==> config.mk <==
export PLATFORM = sky130hd
export DESIGN_NAME = pipe_hazard_ctrl_flat
export DESIGN_NICKNAME = d
export VERILOG_FILES = /design/src/rtl/pipe_hazard_ctrl_if.sv /design/src/rtl/pipe_hazard_ctrl.sv /design/src/flat_wrapper.sv
export SDC_FILE = /design/constraint.sdc
export NUM_CORES = 1
export LEC_CHECK = 0
export BUFFER_PORTS_ARGS = -buffer_cell sky130_fd_sc_hd__buf_4
export CORE_ASPECT_RATIO = 0.9
export CORE_MARGIN = 3
export CORE_UTILIZATION = 42
export CTS_BUF_LIST = sky130_fd_sc_hd__clkbuf_8
export CTS_CLUSTER_DIAMETER = 50
export CTS_CLUSTER_SIZE = 12
export DETAILED_ROUTE_END_ITERATION = 10
export GPL_TIMING_DRIVEN = 0
export PLACE_DENSITY = 0.67
export SLEW_MARGIN = 30
export SYNTH_ARGS = -nofsm -noshare
export SYNTH_HDL_FRONTEND = slang
export SYNTH_SLANG_ARGS = --single-unit
==> constraint.sdc <==
create_clock -name clk -period 4.25 [get_ports clk]
set_input_delay 0.2125 -clock clk [delete_from_list [all_inputs] [get_ports clk]]
set_output_delay 0.2125 -clock clk [all_outputs]
set_load 0.005 [all_outputs]
==> src/rtl/pipe_hazard_ctrl_if.sv <==
// pipe_hazard_ctrl_if: decode/hazard inputs and pipeline-control outputs of the hazard sequencer
interface pipe_hazard_ctrl_if #(parameter int CNT_W = 32);
    logic [31:0]      dec_ir;
    logic [4:0]       ex_rd;
    logic             ex_reg_wr;
    logic [4:0]       mem_rd;
    logic             mem_reg_wr;
    logic             br_taken;
    logic             mem_busy;
    logic             pc_write;
    logic             if_id_en;
    logic             if_id_clear;
    logic             id_ex_en;
    logic             id_ex_clear;
    logic             ex_mem_en;
    logic             mem_wb_en;
    logic [CNT_W-1:0] stall_cycles;
    logic [CNT_W-1:0] flush_count;

    modport master (
        output dec_ir, ex_rd, ex_reg_wr, mem_rd, mem_reg_wr, br_taken, mem_busy,
        input  pc_write, if_id_en, if_id_clear, id_ex_en, id_ex_clear, ex_mem_en, mem_wb_en,
               stall_cycles, flush_count
    );
    modport slave (
        input  dec_ir, ex_rd, ex_reg_wr, mem_rd, mem_reg_wr, br_taken, mem_busy,
        output pc_write, if_id_en, if_id_clear, id_ex_en, id_ex_clear, ex_mem_en, mem_wb_en,
               stall_cycles, flush_count
    );
endinterface

==> src/rtl/pipe_hazard_ctrl.sv <==
// pipe_hazard_ctrl: stall/flush/freeze sequencer for a 5-stage pipeline without forwarding
module pipe_hazard_ctrl #(
    parameter int EX_BUBBLES  = 2,
    parameter int MEM_BUBBLES = 1,
    parameter int CNT_W       = 32
) (
    input logic clk,
    input logic rst,
    pipe_hazard_ctrl_if.slave bus
);
    typedef enum logic [1:0] {RUN, STALL, FREEZE} state_t;
    localparam logic [1:0] EXB = 2'(EX_BUBBLES);
    localparam logic [1:0] MEMB = 2'(MEM_BUBBLES);

    state_t           state, ret_state;
    logic [1:0]       cnt, need;
    logic [6:0]       op;
    logic [4:0]       rs1, rs2;
    logic             use1, use2, need_ex, need_mem, frz, flush, stall;
    logic [CNT_W-1:0] stall_q, flush_q;

    assign op   = bus.dec_ir[6:0];
    assign rs1  = bus.dec_ir[19:15];
    assign rs2  = bus.dec_ir[24:20];
    assign use1 = !(op == 7'b0110111 || op == 7'b0010111 || op == 7'b1101111);
    assign use2 = op == 7'b0110011 || op == 7'b0100011 || op == 7'b1100011;

    assign need_ex  = bus.ex_reg_wr && ((use1 && rs1 != 5'd0 && rs1 == bus.ex_rd) ||
                                        (use2 && rs2 != 5'd0 && rs2 == bus.ex_rd));
    assign need_mem = bus.mem_reg_wr && ((use1 && rs1 != 5'd0 && rs1 == bus.mem_rd) ||
                                         (use2 && rs2 != 5'd0 && rs2 == bus.mem_rd));
    assign need     = need_ex ? EXB : need_mem ? MEMB : 2'd0;

    // Reset forces pass values; freeze beats flush, flush beats stall
    assign frz   = !rst && (state == FREEZE || bus.mem_busy);
    assign flush = !rst && !frz && bus.br_taken;
    assign stall = !rst && !frz && !flush && (state == STALL || need != 2'd0);

    assign bus.pc_write     = !frz && !stall;
    assign bus.if_id_en     = !frz && !stall;
    assign bus.if_id_clear  = flush;
    assign bus.id_ex_en     = !frz;
    assign bus.id_ex_clear  = flush || stall;
    assign bus.ex_mem_en    = !frz;
    assign bus.mem_wb_en    = !frz;
    assign bus.stall_cycles = stall_q;
    assign bus.flush_count  = flush_q;

    always_ff @(posedge clk) begin
        if (rst) begin
            state     <= RUN;
            ret_state <= RUN;
            cnt       <= 2'd0;
            stall_q   <= '0;
            flush_q   <= '0;
        end else begin
            if (stall && stall_q != '1) stall_q <= stall_q + 1'b1;
            if (flush && flush_q != '1) flush_q <= flush_q + 1'b1;
            case (state)
                RUN: begin
                    if (bus.mem_busy) begin
                        ret_state <= RUN;
                        state     <= FREEZE;
                    end else if (!bus.br_taken && need != 2'd0) begin
                        cnt   <= need - 2'd1;
                        state <= (need == 2'd1) ? RUN : STALL;
                    end
                end
                STALL: begin
                    if (bus.mem_busy) begin
                        ret_state <= STALL;
                        state     <= FREEZE;
                    end else if (bus.br_taken) begin
                        cnt   <= 2'd0;
                        state <= RUN;
                    end else begin
                        cnt   <= cnt - 2'd1;
                        state <= (cnt <= 2'd1) ? RUN : STALL;
                    end
                end
                default: if (!bus.mem_busy) state <= ret_state;
            endcase
        end
    end
endmodule
==> src/flat_wrapper.sv <==
// flat-port wrapper written by rule: the top's interface ports become plain ports
module pipe_hazard_ctrl_flat 
#(
    parameter int EX_BUBBLES  = 2,
    parameter int MEM_BUBBLES = 1,
    parameter int CNT_W       = 32
)
  (clk, rst, bus_dec_ir, bus_ex_rd, bus_ex_reg_wr, bus_mem_rd, bus_mem_reg_wr, bus_br_taken, bus_mem_busy, bus_pc_write, bus_if_id_en, bus_if_id_clear, bus_id_ex_en, bus_id_ex_clear, bus_ex_mem_en, bus_mem_wb_en, bus_stall_cycles, bus_flush_count);
  pipe_hazard_ctrl_if #(.CNT_W(CNT_W)) bus_i ();
  input logic clk;
  input logic rst;
  input wire logic [$bits(bus_i.dec_ir)-1:0] bus_dec_ir;
  input wire logic [$bits(bus_i.ex_rd)-1:0] bus_ex_rd;
  input wire logic [$bits(bus_i.ex_reg_wr)-1:0] bus_ex_reg_wr;
  input wire logic [$bits(bus_i.mem_rd)-1:0] bus_mem_rd;
  input wire logic [$bits(bus_i.mem_reg_wr)-1:0] bus_mem_reg_wr;
  input wire logic [$bits(bus_i.br_taken)-1:0] bus_br_taken;
  input wire logic [$bits(bus_i.mem_busy)-1:0] bus_mem_busy;
  output wire logic [$bits(bus_i.pc_write)-1:0] bus_pc_write;
  output wire logic [$bits(bus_i.if_id_en)-1:0] bus_if_id_en;
  output wire logic [$bits(bus_i.if_id_clear)-1:0] bus_if_id_clear;
  output wire logic [$bits(bus_i.id_ex_en)-1:0] bus_id_ex_en;
  output wire logic [$bits(bus_i.id_ex_clear)-1:0] bus_id_ex_clear;
  output wire logic [$bits(bus_i.ex_mem_en)-1:0] bus_ex_mem_en;
  output wire logic [$bits(bus_i.mem_wb_en)-1:0] bus_mem_wb_en;
  output wire logic [$bits(bus_i.stall_cycles)-1:0] bus_stall_cycles;
  output wire logic [$bits(bus_i.flush_count)-1:0] bus_flush_count;
  assign bus_i.dec_ir = bus_dec_ir;
  assign bus_i.ex_rd = bus_ex_rd;
  assign bus_i.ex_reg_wr = bus_ex_reg_wr;
  assign bus_i.mem_rd = bus_mem_rd;
  assign bus_i.mem_reg_wr = bus_mem_reg_wr;
  assign bus_i.br_taken = bus_br_taken;
  assign bus_i.mem_busy = bus_mem_busy;
  assign bus_pc_write = bus_i.pc_write;
  assign bus_if_id_en = bus_i.if_id_en;
  assign bus_if_id_clear = bus_i.if_id_clear;
  assign bus_id_ex_en = bus_i.id_ex_en;
  assign bus_id_ex_clear = bus_i.id_ex_clear;
  assign bus_ex_mem_en = bus_i.ex_mem_en;
  assign bus_mem_wb_en = bus_i.mem_wb_en;
  assign bus_stall_cycles = bus_i.stall_cycles;
  assign bus_flush_count = bus_i.flush_count;
  pipe_hazard_ctrl #(.EX_BUBBLES(EX_BUBBLES), .MEM_BUBBLES(MEM_BUBBLES), .CNT_W(CNT_W)) u_core (.clk(clk), .rst(rst), .bus(bus_i));
endmodule
---- Word-level counts from Yosys, hierarchy flattened ----
Index checks and enable logic that the tools add are counted.
word-level totals
  register bits after elaboration ......... 70
  bits in latches ......................... 0
  memory bits (writable) .................. 0
  memory bits (read-only) ................. 0
  input bits .............................. 48
  output and inout bits ................... 71
  word-level logic and storage cells ...... 90
  memories kept ........................... 0
operators by class
  add/subtract/negate cells ............... 4
  multipliers ............................. 0
  divide/modulo/power cells ............... 0
  $lt $le $gt $ge ......................... 1
  eq/ne operators ......................... 22
  shifts and indexed selects .............. 0
  mux-type cells .......................... 18
  bitwise logic cells ..................... 0
  reductions and logical operators ........ 40
operators by type and width
  kind                                                            count
  adder 32 x 1 -> 32 bit, second input constant                   2
  inequality test 32 bit, second input constant                   2
  two-way mux 2 bit                                               12
  == test 7 x 6 -> 1 bit, second input constant                   3
  == test 5 bit                                                   4
  logical AND 1 bit                                               17
  == test 7 bit, second input constant                            2
  case mux 2 bit (2 select lines)                                 3
  nonzero test 5 bit                                              2
  logical OR 1 bit                                                9
  inequality test 2 bit, second input constant                    4
  == test 7 x 5 -> 1 bit, second input constant                   1
  logical NOT 1 bit                                               6
  == test 2 x 1 -> 1 bit, second input constant                   2
  AND reduction 4 bit                                             1
  nonzero test 2 bit                                              2
  subtractor 2 x 1 -> 2 bit, second input constant                2
  two-way mux 1 bit                                               3
  inequality test 3 x 1 -> 1 bit, second input constant           1
  inequality test 3 x 2 -> 1 bit, second input constant           1
  AND reduction 3 bit                                             1
  == test 2 bit, second input constant                            1
  less-or-equal comparator 2 x 1 -> 1 bit, second input constant  1
  logical NOT 2 bit                                               1
  2 further kinds                                                 2

---- Longest topological paths before layout ----
  depth after elaboration ................. 15
  gate-level depth with buffers ........... 10
  mapped depth without buffers ............ 8

---- Least setup slack after synthesis ----
OpenSTA, ideal clock, no wires.
  path type ............................... flip-flop to flip-flop
  start ................................... register u_core.stall_q[0] (netlist: u_core.bus.stall_cycles[0])
  end ..................................... register u_core.stall_q[6] (netlist: u_core.bus.stall_cycles[6])
  library setup time ...................... 0.115 ns
  arrival time ............................ 2.013 ns
  required time ........................... 4.135 ns
  setup slack ............................. 2.122 ns
  cell stages (with the launch flop) ...... 11
  buffers on the path ..................... 2
  period minus slack after synthesis ...... 2.128 ns
  cells stage by stage .................... dfxtp_1 > ha_1 > nand3_1 > nor3_4 > and4_1 > and3_1 > nand2b_4 > buf_6 > buf_2 > nor4_1 > o21a_1
on the way
  cells in the longest elaborated chain, start to end .. 2
  elaborated cells on any way between the ends .. 3
  those cells by class .................... 1 x add/sub; 1 x eq/ne; 1 x reduce/logical
RTL lines
  element                                                         RTL line                text
  start, declared                                                 pipe_hazard_ctrl.sv:20  logic [CNT_W-1:0] stall_q, flush_q;
  start signal, assigned                                          pipe_hazard_ctrl.sv:57  if (stall && stall_q != '1) stall_q <= stall_q + 1'b1;
  branches (longest 2 deep; another with adder 32 x 1 -> 32 bit)  --
Parallel ways; which one is timed is not known.
A chain may end at the register's enable or synchronous reset.

---- Final worst setup path ----
  start ................................... register u_core.stall_q[0] (netlist: u_core.bus.stall_cycles[0])
  end ..................................... register u_core.stall_q[29] (netlist: u_core.bus.stall_cycles[29])
Same word-level chain as after synthesis.

==> flow_results.org <==
** Floorplanning
- Row generation in the floorplan step produced 32 rows.
- Starting density of the core :: 0.440
- Overall die width :: roughly 110 µm
- Num ports :: around 120
- Placeable core region :: about 0.0088 mm²
- The floorplan step set the die height to between 90 and 100 µm.
- Area enclosed by the die boundary :: 0.0104 mm²

** Outcome
- The run finished with clean final reports.

** Logic synthesis
- Mux contribution to synthesized area :: 0.0107
- The share of synthesized area in the top cell type comes to 0.358.
- After synthesis, the mean cell area works out to around 8.4 µm².
- Async SR Flop Fraction :: 0
- Of the total synthesized cell area, the portion taken by AND, OR, NAND and NOR gates is 0.311.
- Of the total synthesized cell area, the portion taken by full adders, half adders and majority gates is 0.00972.
- After synthesis, the cell types taking the most area are dfxtp_1 (36%), xor2_1 (6.3%), nor2_1 (5.1%), or4_1 (5.1%), o31ai_1 (4.9%).
- Share of the yosys chip area belonging to registers :: 0.358
- The fraction of the mapped netlist area in compound gates was 0.160.
- The synthesized design contains 69 register bits.
- By area, the combinational part of the netlist is dominated by simple AND/OR/NAND/NOR gates.
- Distinct cell type count of the synthesized netlist :: 56
- Yosys synthesis warning count :: 0
- Most common flop cell mapped by yosys :: dfxtp_1
- Yosys mapped a number of flops with a built-in enable equal to 0.
- Instance count of the mapped netlist :: 462
- Synthesized-area fraction occupied by xor and xnor cells :: 0.102
- Most frequent cells after synthesis :: dfxtp_1 (69), nor2_1 (52), a21oi_1 (35), xor2_1 (28), nand2_1 (27)
- The largest total area in the synthesized netlist belongs to dfxtp_1.
- Synthesis produced a netlist with a net count of slightly above 500.
- By instance count, the leading cell after synthesis is dfxtp_1.
- The cell area that synthesis handed to floorplanning was between 0.003 and 0.004 mm².

** Setup path
- The critical path crosses 9 cells after its start point.
- Broken down by cell family, the worst path's largest delay share belongs to simple AND/OR/NAND/NOR gates.
- Reg-to-reg critical path endpoint :: u_core.bus.stall_cycles[29]
- Among all stages on the critical path, the largest delay is contributed by dfxtp_1.
- Of all nets on the critical path, the largest fanout is 10.
- Critical Path RT :: 4460 ps
- First element of the critical path :: u_core.bus.stall_cycles[0]
- STA puts the critical path data arrival time at 2780 ps.
- The worst register-to-register path begins at u_core.bus.stall_cycles[0].
- Stage delay of the slowest cell on the critical path :: between 400 and 500 ps
- Crit path buf inv count :: 1
- Setup slack on the worst reg-to-reg path comes out at around 1700 ps.
- Ordered list of cells on the worst path :: ha_1 -> nand3_1 -> nor3_4 -> and4_1 -> and3_1 -> nand2b_4 -> clkbuf_1 -> or4_1 -> a21oi_1
- STA classifies the critical path startpoint as a flop.
- Worst reg2reg path depth :: 9
- Worst setup path end :: u_core.bus.stall_cycles[29]
- Element type at the critical path end :: flop
- Classification of the worst setup path :: flop to flop

** Drt
- Remaining design rule violation count :: 0
- The first detailed-routing pass ran for 4 iterations.
- Initial drt markers :: 139
- In this run the remaining antenna-violating nets after routing total 0.
- Summed over all layers, the routed wires come to ~10000 µm.
- Detailed-route wire length per cell :: 15.0 µm
- The final route contains ~3900 vias.
- Vias/cell :: approximately 5.5

** Clock network
- The clock passes through at most 2 buffers.
- Number of CTS-inserted buffers :: 9
- Later-pin clock latency in the skew report :: between 300 and 400 ps
- The number of gates resized after CTS was 0.
- Once the clock tree was built, the setup fixing pass inserted 0 buffers.
- The root buffer cell chosen for the clock tree is clkbuf_8.
- CTS clk-pin slew, worst paths :: approximately 80 ps
- TritonCTS built the clock tree.
- Hold Buf Count CTS :: 0
- The H-tree was split into 3 levels.
- The tree built by TritonCTS fans out to 69 sinks.

** Final layout
- Number of inserted diodes :: 0
- Relative to the synthesized area, the layout overhead comes to 28.4%.
- In the final layout, the share of cells above drive strength 1 is 0.258.
- The final layout contains between 600 and 700 nets.
- Counting the fill cells in the layout gives just over 800.
- Area used by sequential logic in the layout :: about 0.0014 mm²
- Combined area of the multi-input logic cells :: ~0.0023 mm²

** Job
- MaxCap Viol Count :: 0

** STA
- The smallest clock period supported by the final layout is computed as 2570 ps.
- Worst-case clock skew :: between 10 and 15 ps
- On the final layout, the worst hold slack is about 120 ps.
- The number of endpoints with negative hold slack in the final report came to 0.
- Derived from the worst setup path, the maximum achievable clock frequency is 389 MHz.
- Setup repair after global routing left no endpoint under its margin.
- Headroom to the max-slew limit came out at 0.577.
- Setup violations remaining at the end of the flow were counted as 0.
- Setup total negative slack on the finished layout was measured at 0 ps.
- The number of max-slew violations in the final report was 0.
- Pin slew with the least headroom to its limit :: between 600 and 700 ps
- Share of the clock period used by the worst path :: 0.604

** Global route
- Congestion Overflow GR :: 0
- Across every metal layer, demand over resource in global routing totals 0.198.
- Initial antenna violation count :: 0
- Number of global-route vias before repair :: 3600
- Wire length of the first global-routing pass :: 17200 µm
- Entering global routing, the biggest net connects 14 pins.

** Placed design
- The count of buffers added on input and output ports is 103.
- Post-detail-place hpwl :: between 7000 and 8000 µm
- At the end of routability-driven placement, the weighted congestion stood at slightly above 0.8.

** Power
- Total power divided by cell area :: around 250 mW/mm²
- Total power :: roughly 1.3 mW
- Worst IR drop on VDD :: about 0.00015 V
- Summed over all cells, the static leakage comes to around 1.9 nW.

** Min path
- Hold Path Depth :: 2
- Class of the most critical hold timing path :: input port to flop
==> cell families after synthesis <==
kind of cell	after synthesis
flip-flops	69
AND/OR/NAND/NOR	212
adder cells (fa/ha/maj)	3
multiplexers	4
AO/OA/AOI/OAI	93
buffers and inverters	36
XOR/XNOR	45
==> metal layers <==
metal | vias to the layer above | GRT usage | routed length [µm]
met5 | - | 0 | 0
met2 | 100 | 0.319 | 4990
met3 | 12 | 0.0367 | 503
li1 | 1944 | - | -
met4 | 0 | 0.0531 | 136
met1 | 1826 | 0.272 | 4870
==> layout by cell type, fill, tap and decap left out, types with 2 or more instances in the layout <==
master	count
a211oi_1	2
a21oi_1	35
and2_1	4
and3_1	13
and3_2	3
and4_1	9
buf_2	9
buf_4	106
buf_6	4
clkbuf_1	9
clkbuf_8	9
clkinv_2	2
clkinv_4	4
dfxtp_1	69
ha_1	3
inv_1	11
mux2i_1	3
nand2_1	27
nand3_1	25
nand4_1	16
nand4b_1	2
nor2_1	52
nor2b_1	3
nor3_1	7
nor4_1	7
nor4_2	2
o211ai_1	2
o21a_1	3
o21ai_0	7
o21ai_1	2
o21ai_2	2
o31a_1	3
o31ai_1	25
or3_1	7
or4_1	26
xnor2_1	17
xor2_1	28
==> power by group <==
part           switching [mW]  internal, mW
Combinational          0.0648        0.0535
Clock                   0.270         0.213
Sequential            0.00227         0.648
==> sequential cells by signal, summed over array words and instances, names as in the netlist <==
| signal | count |
|---|---|
| u_core.state | 2 |
| u_core.cnt | 2 |
| u_core.bus.flush_count | 32 |
| u_core.ret_state | 1 |
| u_core.bus.stall_cycles | 32 |
==> stage by stage <==
stage	utilization	setup slack, ps	area [µm²]	cells
3_3_place_gp	0.546	1730	4780	684
6_report	0.566	1680	4960	700
2_1_floorplan	-	2120	3860	462
3_5_place_dp	0.546	1670	4780	684
5_1_grt	0.566	1480	4960	700
4_1_cts	0.566	1640	4960	700
==> cell type report <==
| type | count | share of cell area |
|---|---|---|
| Buffer | 25 | 0.0295 |
| Clock buffer | 9 | 0.0250 |
| Clock inverter | 7 | 0.0106 |
| Inverter | 11 | 0.00832 |
| Multi-Input combinational cell | 357 | 0.462 |
| Sequential cell | 69 | 0.278 |
| Tap cell | 119 | 0.0300 |
| Timing Repair Buffer | 103 | 0.156 |
==> how the worst min path moves through the flow <==
stage / endpoint / start
CTS: u_core.state[0] / bus_mem_busy
floorplan: u_core.state[0] / bus_mem_busy
global route: u_core.state[0] / bus_mem_busy
global placement: u_core.state[0] / bus_mem_busy
detailed placement: u_core.state[0] / bus_mem_busy
finish: u_core.state[0] / bus_mem_busy
No activity file was read; power rests on OpenSTA's default activity.
